`src/rtl/vec_pe_pkg.sv`:
```
// vec_pe_pkg: control-bit indices and width/saturation helpers shared by the vec_pe datapath.
package vec_pe_pkg;

    localparam int unsigned CTL_ACC  = 0;
    localparam int unsigned CTL_LAST = 1;

    function automatic int unsigned clog2(input int unsigned v);
        int unsigned r;
        r = 0;
        while ((64'd1 << r) < 64'(v)) r++;
        return r;
    endfunction

    function automatic int unsigned sum_w(input int unsigned data_w, input int unsigned lanes);
        return 2 * data_w + clog2(lanes);
    endfunction

    // Callers truncate these to the accumulator width.
    function automatic logic [127:0] sat_max(input int unsigned w);
        return (128'd1 << (w - 1)) - 128'd1;
    endfunction

    function automatic logic [127:0] sat_min(input int unsigned w);
        return ~sat_max(w);
    endfunction

endpackage

```
`src/rtl/vec_pe_addtree.sv`:
```
// vec_pe_addtree: registered sum of LANES signed products, sign-extended to SUM_W (stage 2).
module vec_pe_addtree
    import vec_pe_pkg::*;
#(
    parameter int LANES  = 4,
    parameter int PROD_W = 32,
    parameter int SUM_W  = PROD_W + clog2(LANES)
) (
    input  logic                      clk,
    input  logic                      en_i,
    input  logic [LANES*PROD_W-1:0]   prod_i,
    output logic [SUM_W-1:0]          sum_o
);

    logic signed [SUM_W-1:0]  sum_d;
    logic signed [SUM_W-1:0]  sum_q;
    logic signed [PROD_W-1:0] p;

    always_comb begin
        sum_d = '0;
        p     = '0;
        for (int unsigned i = 0; i < LANES; i++) begin
            p     = prod_i[i*PROD_W +: PROD_W];
            sum_d = sum_d + SUM_W'(p);
        end
    end

    always_ff @(posedge clk) begin
        if (en_i) sum_q <= sum_d;
    end

    assign sum_o = sum_q;

endmodule

```
`src/rtl/vec_pe.sv`:
```
// vec_pe: LANES-wide signed dot-product PE with beat accumulation, 3-stage pipeline.
// Define VEC_PE_SATURATE_EN to clamp the accumulator on overflow instead of wrapping.
module vec_pe
    import vec_pe_pkg::*;
#(
    parameter int LANES  = 4,
    parameter int DATA_W = 16,
    parameter int ACC_W  = 32,
    parameter int CNT_W  = 16
) (
    input  logic                      clk,
    input  logic                      rst,
    input  logic [LANES*DATA_W-1:0]   neuron,
    input  logic [LANES*DATA_W-1:0]   weight,
    input  logic [1:0]                ctl,
    input  logic                      vld_i,
    output logic [ACC_W-1:0]          result,
    output logic                      vld_o,
    output logic                      ovf_o,
    output logic [CNT_W-1:0]          beats_o
);

    localparam int PROD_W = 2 * DATA_W;
    localparam int SUM_W  = sum_w(DATA_W, LANES);
    localparam int EXT_W  = ((ACC_W > SUM_W) ? ACC_W : SUM_W) + 1;

`ifdef VEC_PE_SATURATE_EN
    localparam logic signed [ACC_W-1:0] ACC_MAX = ACC_W'(sat_max(ACC_W));
    localparam logic signed [ACC_W-1:0] ACC_MIN = ACC_W'(sat_min(ACC_W));
`endif

    // Stage 1: per-lane products
    logic [LANES*PROD_W-1:0]  prod_d, prod_q;
    logic signed [DATA_W-1:0] na, wb;
    logic signed [PROD_W-1:0] pr;
    logic [1:0]               ctl1_q;
    logic                     vld1_q;

    always_comb begin
        prod_d = '0;
        na     = '0;
        wb     = '0;
        pr     = '0;
        for (int unsigned i = 0; i < LANES; i++) begin
            na = neuron[i*DATA_W +: DATA_W];
            wb = weight[i*DATA_W +: DATA_W];
            pr = na * wb;
            prod_d[i*PROD_W +: PROD_W] = pr;
        end
    end

    always_ff @(posedge clk) begin
        if (vld_i) begin
            prod_q <= prod_d;
            ctl1_q <= ctl;
        end
    end

    // Stage 2: adder tree
    logic [SUM_W-1:0] sum2;
    logic [1:0]       ctl2_q;
    logic             vld2_q;

    vec_pe_addtree #(
        .LANES  (LANES),
        .PROD_W (PROD_W),
        .SUM_W  (SUM_W)
    ) u_addtree (
        .clk    (clk),
        .en_i   (vld1_q),
        .prod_i (prod_q),
        .sum_o  (sum2)
    );

    always_ff @(posedge clk) begin
        if (vld1_q) ctl2_q <= ctl1_q;
    end

    always_ff @(posedge clk) begin
        if (rst) begin
            vld1_q <= 1'b0;
            vld2_q <= 1'b0;
        end else begin
            vld1_q <= vld_i;
            vld2_q <= vld1_q;
        end
    end

    // Stage 3: accumulate, count beats, track overflow
    logic signed [ACC_W-1:0] acc_q, acc_d, wrap;
    logic signed [EXT_W-1:0] exact;
    logic [CNT_W-1:0]        cnt_q, cnt_d;
    logic                    flag_q, flag_d, ovf_now;

    always_comb begin
        exact = EXT_W'($signed(sum2));
        if (ctl2_q[CTL_ACC]) exact = exact + EXT_W'(acc_q);
        wrap    = exact[ACC_W-1:0];
        ovf_now = (EXT_W'(wrap) != exact);
`ifdef VEC_PE_SATURATE_EN
        acc_d = ovf_now ? (exact[EXT_W-1] ? ACC_MIN : ACC_MAX) : wrap;
`else
        acc_d = wrap;
`endif
        if (!ctl2_q[CTL_ACC]) begin
            cnt_d  = CNT_W'(1);
            flag_d = ovf_now;
        end else begin
            cnt_d  = (cnt_q == '1) ? cnt_q : cnt_q + CNT_W'(1);
            flag_d = flag_q | ovf_now;
        end
    end

    always_ff @(posedge clk) begin
        if (rst) begin
            acc_q   <= '0;
            cnt_q   <= '0;
            flag_q  <= 1'b0;
            result  <= '0;
            vld_o   <= 1'b0;
            ovf_o   <= 1'b0;
            beats_o <= '0;
        end else begin
            vld_o <= 1'b0;
            if (vld2_q) begin
                acc_q  <= acc_d;
                cnt_q  <= cnt_d;
                flag_q <= flag_d;
                if (ctl2_q[CTL_LAST]) begin
                    result  <= acc_d;
                    ovf_o   <= flag_d;
                    beats_o <= cnt_d;
                    vld_o   <= 1'b1;
                end
            end
        end
    end

endmodule

```
`config.mk`:
```
export PLATFORM = sky130hd
export DESIGN_NAME = vec_pe
export DESIGN_NICKNAME = d
export VERILOG_FILES = /design/src/rtl/vec_pe_pkg.sv /design/src/rtl/vec_pe_addtree.sv /design/src/rtl/vec_pe.sv
export SDC_FILE = /design/constraint.sdc
export NUM_CORES = 2
export LEC_CHECK = 0
export CAP_MARGIN = 20
export CORE_MARGIN = 2
export CORE_UTILIZATION = 55
export CTS_CLUSTER_DIAMETER = 120
export DETAILED_ROUTE_END_ITERATION = 6
export PLACE_DENSITY = 0.73
export SLEW_MARGIN = 20
export SYNTH_ARGS = -nofsm -noshare
export SYNTH_HDL_FRONTEND = slang
export SYNTH_SLANG_ARGS = --single-unit
```
`constraint.sdc`:
```
create_clock -name clk -period 14.79 [get_ports clk]
set_clock_uncertainty 0.1 [all_clocks]
set_input_delay 4.437 -clock clk [delete_from_list [all_inputs] [get_ports clk]]
set_output_delay 4.437 -clock clk [all_outputs]
set_load 0.02 [all_outputs]
```
==> metrics.md <==
| Metric | Value |
|---|---|
| Status | `finished clean` |
| Maximum count of clock buffers along a single path | `3` |
| Type of element launching the critical path | `input pin` |
| Maximum fanout along the worst path | `16` |
| First drt pass iteration count | `5` |
| Clock transition at the register clock pins on the worst setup and hold paths after CTS | `0.06 ns` |
| CP arrival | `11.29 ns` |
| Initial detailed-routing violation count | `2315` |
| Vias | `36700` |
| Via count of the first global-routing pass | `39100` |
| Synth unique cells | `74` |
| Share of the clock period used by the worst path | `75.0%` |
| Critical path type | `input pin to flop` |
| Final core occ | `59.4%` |
| Worst Path Required | `14.99 ns` |
| DRC violation count after routing | `0` |
| Post-Route Setup TNS | `0 ns` |
| Total routed wirelength | `121000 microns` |
| Initial antenna violation count | `4` |
| Fraction of registers with async set or reset after synthesis | `0%` |
| Number of synthesis warnings | `0` |
| Worst hold path class | `flop to flop` |
| Setup repair after global routing missed its margin | `no` |
| Maximum number of pins on one net before global-route repair | `102` |
| Root buffer cell | `sky130_fd_sc_hd__clkbuf_16` |
| Global-route wire length before repair | `201000 microns` |
| Die span in y | `313 microns` |
| Initial cell density of the core | `55.5%` |
| Post-CTS Setup Inserts | `0` |
| Mapped Avg Cell Area | `9.67 sq um` |
| DR vias/cell | `5.43` |
| Core region area | `0.0949 sq mm` |
| TritonCTS clock tree | `built` |
| Max-Slew Margin vs Limit | `31.3%` |
| Max-cap viol count | `0` |
| F_max | `90.1 MHz` |
| Post-Synthesis Cell Area | `0.0526 sq mm` |
| GR Util All Layers | `25.6%` |
| Number of top-level pins | `183` |
| Inserted Clock Buffers | `28` |
| Number of nets with antenna violations after detailed routing | `0` |
| Number of enable-type register cells in the synthesized netlist | `166` |
| Post-route non-filler standard cell count | `6761` |
| Proportion of synthesized chip area in sequential cells | `13.3%` |
| Placed instance count | `6709` |
| Die Span X | `313 microns` |
| Total of buffers placed on input and output ports | `182` |
| Hold-fix buffer count after cts | `0` |
| Net count of the mapped netlist | `7086` |
| Placed wire-length estimate | `101000 microns` |
| Final slew viol count | `0` |
| Setup crit end kind | `flop` |
| # clock sinks | `267` |
| Antenna Diode Count | `0` |
| Number of rows in the core area | `113` |
| Placer congestion estimate | `0.930` |
| Number of setup violations in the final report | `0` |
| Wire length per cell after detailed routing | `17.9 microns` |
| Register bit total from synthesis | `267` |
| Layout cell share with drive strength beyond 1 | `1.35%` |
| Flip-flop cell with the highest count after synthesis | `sky130_fd_sc_hd__edfxtp_1` |
| CTS-repair resized insts | `0` |
| Final critical path time including I/O delays and setup | `11.09 ns` |
| Clock network latency to the later pin of the worst-skew pair | `0.59 ns` |
| Area Overhead vs Synth | `7.05%` |
| H-tree level count | `1` |
| Die area | `0.0982 sq mm` |
| Congestion Overflow GR | `0` |
| Total Nets Final | `7117` |
| Hold Fails Final Rpt | `0` |
| Number of standard cells after synthesis | `5443` |
| Transition at the pin with the smallest max-transition slack | `1.03 ns` |
[registers in the layout (all words and copies together), names as in the netlist, 2 cells and up]
name / cells
prod_q: 128
u_addtree.sum_o: 34
acc_q: 32
result: 32
beats_o: 16
cnt_q: 16
ctl1_q: 2
ctl2_q: 2
[final timing paths]
kind	startpoint	to	slack, ns	cells after the start
worst max-delay path	weight[2]	prod_q[28]$_DFFE_PP_	3.70	23
worst max register to register	prod_q[1]$_DFFE_PP_	u_addtree.sum_o[33]$_DFFE_PP_	9.97	15
worst min register to register	ctl1_q[1]$_DFFE_PP_	ctl2_q[1]$_DFFE_PP_	0.32	0
worst min-delay path	ctl1_q[1]$_DFFE_PP_	ctl2_q[1]$_DFFE_PP_	0.32	0
[per-stage QoR]
stage | worst slack (ns) | area (sq um) | hold WS (ns)
after floorplan | 4.47 | 52600 | 0.300
after global routing | 3.30 | 56300 | 0.329
after detailed placement | 3.19 | 55400 | 0.306
after global placement | 3.25 | 55400 | 0.302
final | 3.70 | 56300 | 0.319
after CTS | 3.75 | 56300 | 0.320
[Yosys cell counts, drive strengths merged (5+ instances only)]
cell type	instances	area share (%)
a21oi	169	1.6
buf	6	0.045
o21a	27	0.39
edfxtp	166	9.5
dfxtp	101	3.8
o211ai	17	0.24
a21boi	6	0.086
mux2i	40	0.76
clkbuf	180	1.3
ha	396	9.4
or3	16	0.19
or2	5	0.059
nand4	21	0.25
a211oi	85	1.2
o21bai	22	0.31
o31ai	9	0.13
a2111oi	5	0.12
nor2b	24	0.29
and2	502	6.0
nand2b	25	0.30
and4	10	0.17
inv	1164	8.3
nor3	31	0.30
nor2	224	1.6
and3	21	0.25
a31oi	16	0.19
xor2	56	0.93
a311oi	6	0.10
nand2	582	4.2
nand3	43	0.41
xnor2	151	2.5
fa	1114	42
o21ai	81	0.78
a21o	62	0.88
[area by class of cell]
cell class              instances  area [sq um]
clock inverters                19           248
repair buffers                187          1860
inverters                    1164          4370
clock buffers                  33           719
fillers                      8077         38500
flip-flops and latches        267          7010
multi-input cells            3826         40600
well taps                    1265          1580
[layer usage]
metal	routed length (microns)	GRT usage, %
met2	61900	45.4
met1	49500	34.1
met4	3420	6.63
met5	51	0
met3	6080	2.32
[worst max-delay path, stage by stage]
cell and delay, ns:
sky130_fd_sc_hd__clkdlybuf4s50_1 0.86, sky130_fd_sc_hd__and2_1 0.42, sky130_fd_sc_hd__fa_1 0.53, sky130_fd_sc_hd__inv_1 0.05, sky130_fd_sc_hd__fa_1 0.52, sky130_fd_sc_hd__fa_1 0.53
sky130_fd_sc_hd__inv_1 0.06, sky130_fd_sc_hd__fa_1 0.49, sky130_fd_sc_hd__fa_1 0.49, sky130_fd_sc_hd__inv_1 0.05, sky130_fd_sc_hd__fa_1 0.47, sky130_fd_sc_hd__inv_1 0.04
sky130_fd_sc_hd__ha_1 0.32, sky130_fd_sc_hd__nand2_1 0.12, sky130_fd_sc_hd__nor2_1 0.07, sky130_fd_sc_hd__and3_1 0.20, sky130_fd_sc_hd__o211ai_1 0.23, sky130_fd_sc_hd__a31oi_1 0.22
sky130_fd_sc_hd__a2111oi_1 0.64, sky130_fd_sc_hd__nor2b_1 0.10, sky130_fd_sc_hd__o21ai_1 0.17, sky130_fd_sc_hd__nor2b_1 0.18, sky130_fd_sc_hd__xnor2_1 0.08
[placed cells by master, fill, tap and decap left out, drive strengths merged, types with 17 or more instances in the layout]
cell              n
mux2i            40
o21a             27
a21o             62
fa             1114
edfxtp          166
xnor2           151
nand4            21
and3             21
clkbuf           33
o21ai            81
nor2b            24
nand2           582
clkdlybuf4s50   180
nor3             31
o211ai           17
ha              396
inv            1167
a21oi           169
nor2            224
nand2b           25
dfxtp           101
and2            502
xor2             56
nand3            43
a211oi           85
o21bai           22
[cells by family after synthesis]
group | after synthesis | synth area share (%)
simple gates | 1515 | 14.1
fa+ha+maj | 1510 | 51.8
buf+inv | 1350 | 9.63
compound gates | 553 | 6.95
flops | 267 | 13.3
xor+xnor | 207 | 3.45
mux | 41 | 0.782
Power is left out: the tool's default activity adds up to more than one toggle a clock period on the data nets, which glitch-free logic cannot reach.
